===== config.mk =====
export PLATFORM = sky130hd
export DESIGN_NAME = key_conditioner
export DESIGN_NICKNAME = d
export VERILOG_FILES = /design/src/rtl/key_conditioner.sv
export SDC_FILE = /design/constraint.sdc
export NUM_CORES = 1
export LEC_CHECK = 0
export ABC_AREA = 1
export BUFFER_PORTS_ARGS = -buffer_cell sky130_fd_sc_hd__buf_2
export CAP_MARGIN = 40
export CORE_MARGIN = 1
export CORE_UTILIZATION = 60
export DETAILED_ROUTE_END_ITERATION = 8
export GPL_ROUTABILITY_DRIVEN = 0
export PLACE_DENSITY = 0.77
export SLEW_MARGIN = 20
export SYNTH_ARGS = -nofsm -noshare
export SYNTH_HDL_FRONTEND = slang
export SYNTH_SLANG_ARGS = --single-unit

===== constraint.sdc =====
create_clock -name clk -period 1.72 [get_ports clk]
set_clock_uncertainty 0.15 [all_clocks]
set_input_delay 0.086 -clock clk [delete_from_list [all_inputs] [get_ports clk]]
set_output_delay 0.086 -clock clk [all_outputs]
set_load 0.02 [all_outputs]

===== src/rtl/key_conditioner.sv =====
// ============================================================================
// key_conditioner : sync + debounce raw active-low keys, emit press/release
// Revision 1.0
// ============================================================================
`default_nettype none

module key_conditioner #(
  parameter int N_KEYS          = 3,
  parameter int DEBOUNCE_CYCLES = 500000
) (
  input  logic              clk,
  input  logic              rst,
  input  logic [N_KEYS-1:0] key_n_raw,
  output logic [N_KEYS-1:0] key,
  output logic [N_KEYS-1:0] key_press,
  output logic [N_KEYS-1:0] key_release
);

  localparam int              CNT_W   = $clog2(DEBOUNCE_CYCLES + 1);
  localparam logic [CNT_W-1:0] CNT_MAX = CNT_W'(DEBOUNCE_CYCLES);
  localparam logic [CNT_W-1:0] CNT_ONE = CNT_W'(1);

  typedef enum logic [1:0] {
    UP      = 2'd0,
    WAIT_DN = 2'd1,
    DOWN    = 2'd2,
    WAIT_UP = 2'd3
  } state_t;

  logic [N_KEYS-1:0] sync1;
  logic [N_KEYS-1:0] sync2;
  logic [N_KEYS-1:0] s;

  // Synchroniser idles at 1 so a reset never looks like a held key.
  always_ff @(posedge clk or negedge rst) begin
    if (!rst) begin
      sync1 <= '1;
      sync2 <= '1;
    end else begin
      sync1 <= key_n_raw;
      sync2 <= sync1;
    end
  end

  assign s = ~sync2;

  for (genvar i = 0; i < N_KEYS; i++) begin : g_chan
    state_t           state;
    state_t           state_nxt;
    logic [CNT_W-1:0] cnt;
    logic [CNT_W-1:0] cnt_nxt;
    logic             key_nxt;
    logic             key_q;
    logic             press_q;
    logic             release_q;

    always_ff @(posedge clk or negedge rst) begin
      if (!rst) begin
        state     <= UP;
        cnt       <= '0;
        key_q     <= 1'b0;
        press_q   <= 1'b0;
        release_q <= 1'b0;
      end else begin
        state     <= state_nxt;
        cnt       <= cnt_nxt;
        key_q     <= key_nxt;
        press_q   <= key_nxt & ~key_q;
        release_q <= ~key_nxt & key_q;
      end
    end

    always_comb begin
      state_nxt = state;
      cnt_nxt   = cnt;
      case (state)
        UP: begin
          if (s[i]) begin
            state_nxt = WAIT_DN;
            cnt_nxt   = CNT_ONE;
          end else begin
            cnt_nxt   = '0;
          end
        end
        WAIT_DN: begin
          if (!s[i]) begin
            state_nxt = UP;
            cnt_nxt   = '0;
          end else if (cnt == CNT_MAX) begin
            state_nxt = DOWN;
            cnt_nxt   = '0;
          end else begin
            cnt_nxt   = cnt + CNT_ONE;
          end
        end
        DOWN: begin
          if (!s[i]) begin
            state_nxt = WAIT_UP;
            cnt_nxt   = CNT_ONE;
          end else begin
            cnt_nxt   = '0;
          end
        end
        WAIT_UP: begin
          if (s[i]) begin
            state_nxt = DOWN;
            cnt_nxt   = '0;
          end else if (cnt == CNT_MAX) begin
            state_nxt = UP;
            cnt_nxt   = '0;
          end else begin
            cnt_nxt   = cnt + CNT_ONE;
          end
        end
        default: begin
          state_nxt = UP;
          cnt_nxt   = '0;
        end
      endcase
    end

    assign key_nxt        = (state_nxt == DOWN) || (state_nxt == WAIT_UP);
    assign key[i]         = key_q;
    assign key_press[i]   = press_q;
    assign key_release[i] = release_q;
  end

endmodule

`default_nettype wire


# --- After elaboration in Yosys (flattened, before gate mapping) ---
# Cells that the tools add are included.
op_classes:
  add_sub_neg: 3
  reduce_logical: 6
  bitwise: 13
  n_eq_ne: 18
  mux: 39
ops:
  columns: ["op", "n"]
  rows:
  - ["case mux 19 bit (4 select lines)", 3]
  - ["two-way mux 19 bit", 9]
  - ["adder 19 x 1 -> 19 bit, second input constant", 3]
  - ["== test 19 bit, second input constant", 3]
  - ["two-way mux 2 bit", 18]
  - ["== test 2 bit, second input constant", 12]
  - ["case mux 2 bit (4 select lines)", 3]
  - ["bitwise AND 1 bit", 6]
  - ["== test 2 x 1 -> 1 bit, second input constant", 3]
  - ["zero test 2 bit", 3]
  - ["two-way mux 1 bit", 6]
  - ["inverter 1 bit", 6]
  - ["logical OR 1 bit", 3]
  - ["inverter 3 bit", 1]
word_totals:
  register_bits: 78
  input_bits: 5

# --- Longest topological paths before layout ---
depth:
  depth_word: 8
  depth_mapped: 11
  mapped_depth_nobuf: 11

# --- Worst setup path after synthesis ---
# No wires, ideal clock.
synth_path:
  path_kind: "reg-to-reg"
  from: "reg g_chan[2].cnt[0]"
  to: "reg g_chan[2].cnt[12]"
  slack_ps: 171
  synth_period_minus_slack_ps: 1549
  arrival_ps: 1281
  stages_incl_launch_ff: 11
  t_required_ps: 1452
  path_buffers: 1
  setup_time_ps: 118
  cell_sequence: "dfrtp_1 > inv_1 > ha_1 > inv_1 > nor2_1 > nand3_1 > nor2_1 > nand2_1 > nand2_1 > buf_4 > nor2_1"
synth_between:
  elab_chain_cells: 4
synth_lines:
  columns: ["item", "line", "rtl"]
  rows:
  - ["start: declaration", "50", "logic [CNT_W-1:0] cnt;"]
  - ["start signal: assignment", "66", "cnt <= cnt_nxt;"]
  - ["adder 19 x 1 -> 19 bit or == test 19 bit (tied branches)", null, null]
  - ["two-way mux 19 bit (*)", "89, 108", null]
  - ["two-way mux 19 bit, on equally long branches", "105, 86", null]
  - ["case mux 19 bit (4 select lines) (*)", "76", "case (state)"]
  - ["net g_chan[2].cnt_nxt[12]", "51", "logic [CNT_W-1:0] cnt_nxt;"]
# Mark *: on every way through the listed nets, which the timed path passes. The rest lies on a longest branch.

# --- Worst setup path after layout ---
layout_path:
  from: "reg g_chan[2].cnt[0]"
  to: "reg g_chan[2].cnt[4]"
# The elaborated chain is that of the path after synthesis.

==> qor.txt <==
effective utilization at floorplan = 63.2%
number of warnings printed during yosys synthesis = 0
initial antenna violation count = 0
WP data arrival = 1.76 ns
placement-stage worst setup slack = 0.00308 ns
count of TritonRoute iterations in the first routing pass = 4
Slowest-stage cell, CP = dfrtp_1
number of nets still failing antenna checks after routing = 0
boundary pin count = 14
register bit total from synthesis = 78
maximum number of pins on one net before global-route repair = 40
critical path capture point type = register
TritonCTS clock tree = done
fraction of layout instances using a drive strength above 1 = 17.2%
worst slew margin relative to its limit = 67.6%
final-layout setup total negative slack = 0 ns
Layout Nets = 571
number of fill cells = 507
Sink Count = 78
via count = 3311
final core area utilization = 72.0%
Tmin final = 1.69 ns
leakage = 2.26 nW
Crit Path Class = register to register
RSZ-0062 raised after global routing = yes
level count of the clock H-tree = 3
HPWL after DPL = 5590 µm
library cell with the largest summed area after synthesis = dfrtp_1
path class of the lowest-slack min-delay path = input pin to asynchronous set/reset pin
deepest clock path buffer count = 2
critical-path cell list = inv_2 > ha_4 > inv_2 > nor2_1 > nand3_1 > nor2_2 > nand2_1 > nand2_2 > buf_6 > nor2_4
buffer cell driving the clock tree root = clkbuf_8
global-route wire length before repair = 13500 µm
Max Cap Viol = 0
worst voltage drop across the vdd grid = 540 µV
Cells after Synth = 528
synthesized area per cell = 7.73 µm²
most instantiated library cell after synthesis = nor2_1
GRT Resource Usage Total = 24.0%
total non-filler cell area in the finished layout = 4650 µm²
number of design-rule violations left by the first detailed-router iteration = 217
most used cell, CP = inv_2
Layout area overhead = 14.0%
most frequently used flop master after synthesis = dfrtp_1
post-layout power = 3.67 mW
number of buffers inserted during clock tree synthesis = 9
routed length per placed instance = 12.5 µm
Setup violations, final = 0
Die W = 84.5 µm
top achievable clock speed = 592 MHz
remaining design rule violation count = 0
overall die height = 84.5 µm
Worst Path Required = 1.79 ns
multi-input gate area in the final layout = 1780 µm²
sequential cell area fraction in the yosys report = 48.0%
biggest fanout along the worst timing path = 6
leading cell types by total area after synthesis = dfrtp_1 44%, nor2_1 11%, nand2_1 10%
final antenna diode count = 0
WL final = 8010 µm
run status = finished, final reports clean
share of the cycle needed by the critical path after routing = 98.3%
worst-skew pair later-pin latency = 0.34 ns
fraction of registers with async set or reset after synthesis = 100%
number of global-route vias before repair = 3192
number of distinct standard cells referenced by the synthesized netlist = 25
number of max-slew violations in the final report = 0
post-route setup slack = 0.0296 ns
top cells by instance count after synthesis = 118 x nor2_1, 114 x nand2_1, 87 x inv_1
area of the core = 6460 µm²
total gr overflow = 0
Largest stage delay, worst path = 0.43 ns
Die Footprint = 7130 µm²
share of the synthesized area in the top cell type = 44.2%
DR vias/cell = 5.16
Clock transition at path regs = 0.08 ns
area of placed instances = 4210 µm²
final hold violation count = 0
Pwr per Cell Area = 789 nW/µm²
Worst Max-Slew Pin Slew = 0.487 ns
Worst Setup Start Kind = register
quantity of I/O buffers inserted on ports = 13
number of enable flip-flop cells after synthesis = 0
synthesized netlist net count = 539
standard-cell rows = 29
combined area of all synthesized cells = 4080 µm²
storage element area = 1960 µm²
## sequential cells by signal, summed over array words and instances (netlist names)
| name | cells |
|---|---|
| g_chan.cnt | 57 |
| g_chan.state | 6 |
| g_chan.key_q | 3 |
| g_chan.press_q | 3 |
| g_chan.release_q | 3 |
| sync1 | 3 |
| sync2 | 3 |
## where the power goes
part | switching (mW) | total (mW) | internal (mW)
sequential | 0.0172 | 1.88 | 1.86
combinational | 0.101 | 0.160 | 0.0589
clock | 0.671 | 1.63 | 0.962
## worst max-delay path, delay by kind of cell (launching register included)
| kind | cells | cell delay [ns] |
|---|---|---|
| buf+inv | 3 | 0.29 |
| fa+ha+maj | 1 | 0.13 |
| simple gates | 6 | 0.56 |
| flops | 1 | 0.43 |
## stage by stage
step | std cells | hold WS (ns)
after floorplan | 528 | -0.360
final | 642 | 0.0915
after global placement | 614 | -0.0726
after detailed placement | 614 | -0.0687
after global routing | 642 | 0.140
after CTS | 634 | 0.106
## final timing paths
check,start,endpoint,slack [ns],cells after the start
setup / recovery,g_chan[2].cnt[0],g_chan[2].cnt[4],0.03,10
hold / removal,rst,g_chan[1].cnt[15],0.09,2
max in group asynchronous,rst,g_chan[2].cnt[13],0.75,3
hold reg to reg,sync1[2],sync2[2],0.21,0
min in group clk,sync1[2],sync2[2],0.21,0
setup reg to reg,g_chan[2].cnt[0],g_chan[2].cnt[4],0.03,10
## kinds of logic (layout without fill, tap and decap cells)
| logic type | after synthesis | count (layout) | synth area share, % |
|---|---|---|---|
| and+or+nand+nor | 305 | 305 | 32.8 |
| buffers and inverters | 100 | 137 | 10.3 |
| DFF | 78 | 78 | 48.0 |
| xor gates and xnor gates | 23 | 23 | 4.94 |
| AOI/OAI and AO/OA | 16 | 16 | 2.12 |
| adders and majority gates | 6 | 6 | 1.84 |
## routing by layer
metal / vias up / wire length [µm] / GRT usage (%)
met1: 1568 / 3840 / 31.4
met5: - / 0 / 0
met4: 0 / 152 / 10.2
li1: 1660 / - / -
met3: 17 / 244 / 4.42
met2: 66 / 3770 / 39.5
## final cells by class
type | instances | area share [%]
Sequential cell | 78 | 42.1
Multi-Input combinational cell | 350 | 38.3
Inverter | 88 | 7.16
Timing Repair Buffer | 33 | 5.22
Clock buffer | 10 | 2.74
Clock inverter | 6 | 2.37
Tap cell | 77 | 2.07
## cells in the final DEF, fill, tap and decap left out, drive strengths merged, types with 6 or more instances in the layout
master,n
a21oi,7
buf,29
clkbuf,10
dfrtp,72
dfstp,6
ha,6
inv,88
nand2,118
nand3,23
nand4,13
nor2,131
nor3,14
xor2,18
## what timing repair did
action / CTS / global route
gates cloned: 0 / 2
pin swaps: 0 / 11
buffers inserted: 0 / 6
endpoints found under the setup margin: 8 / 67
hold buffers: 4 / 0
resized for setup: 1 / 36
endpoints found under the hold margin: 81 / 0
Power figures use the tool's default switching activity.
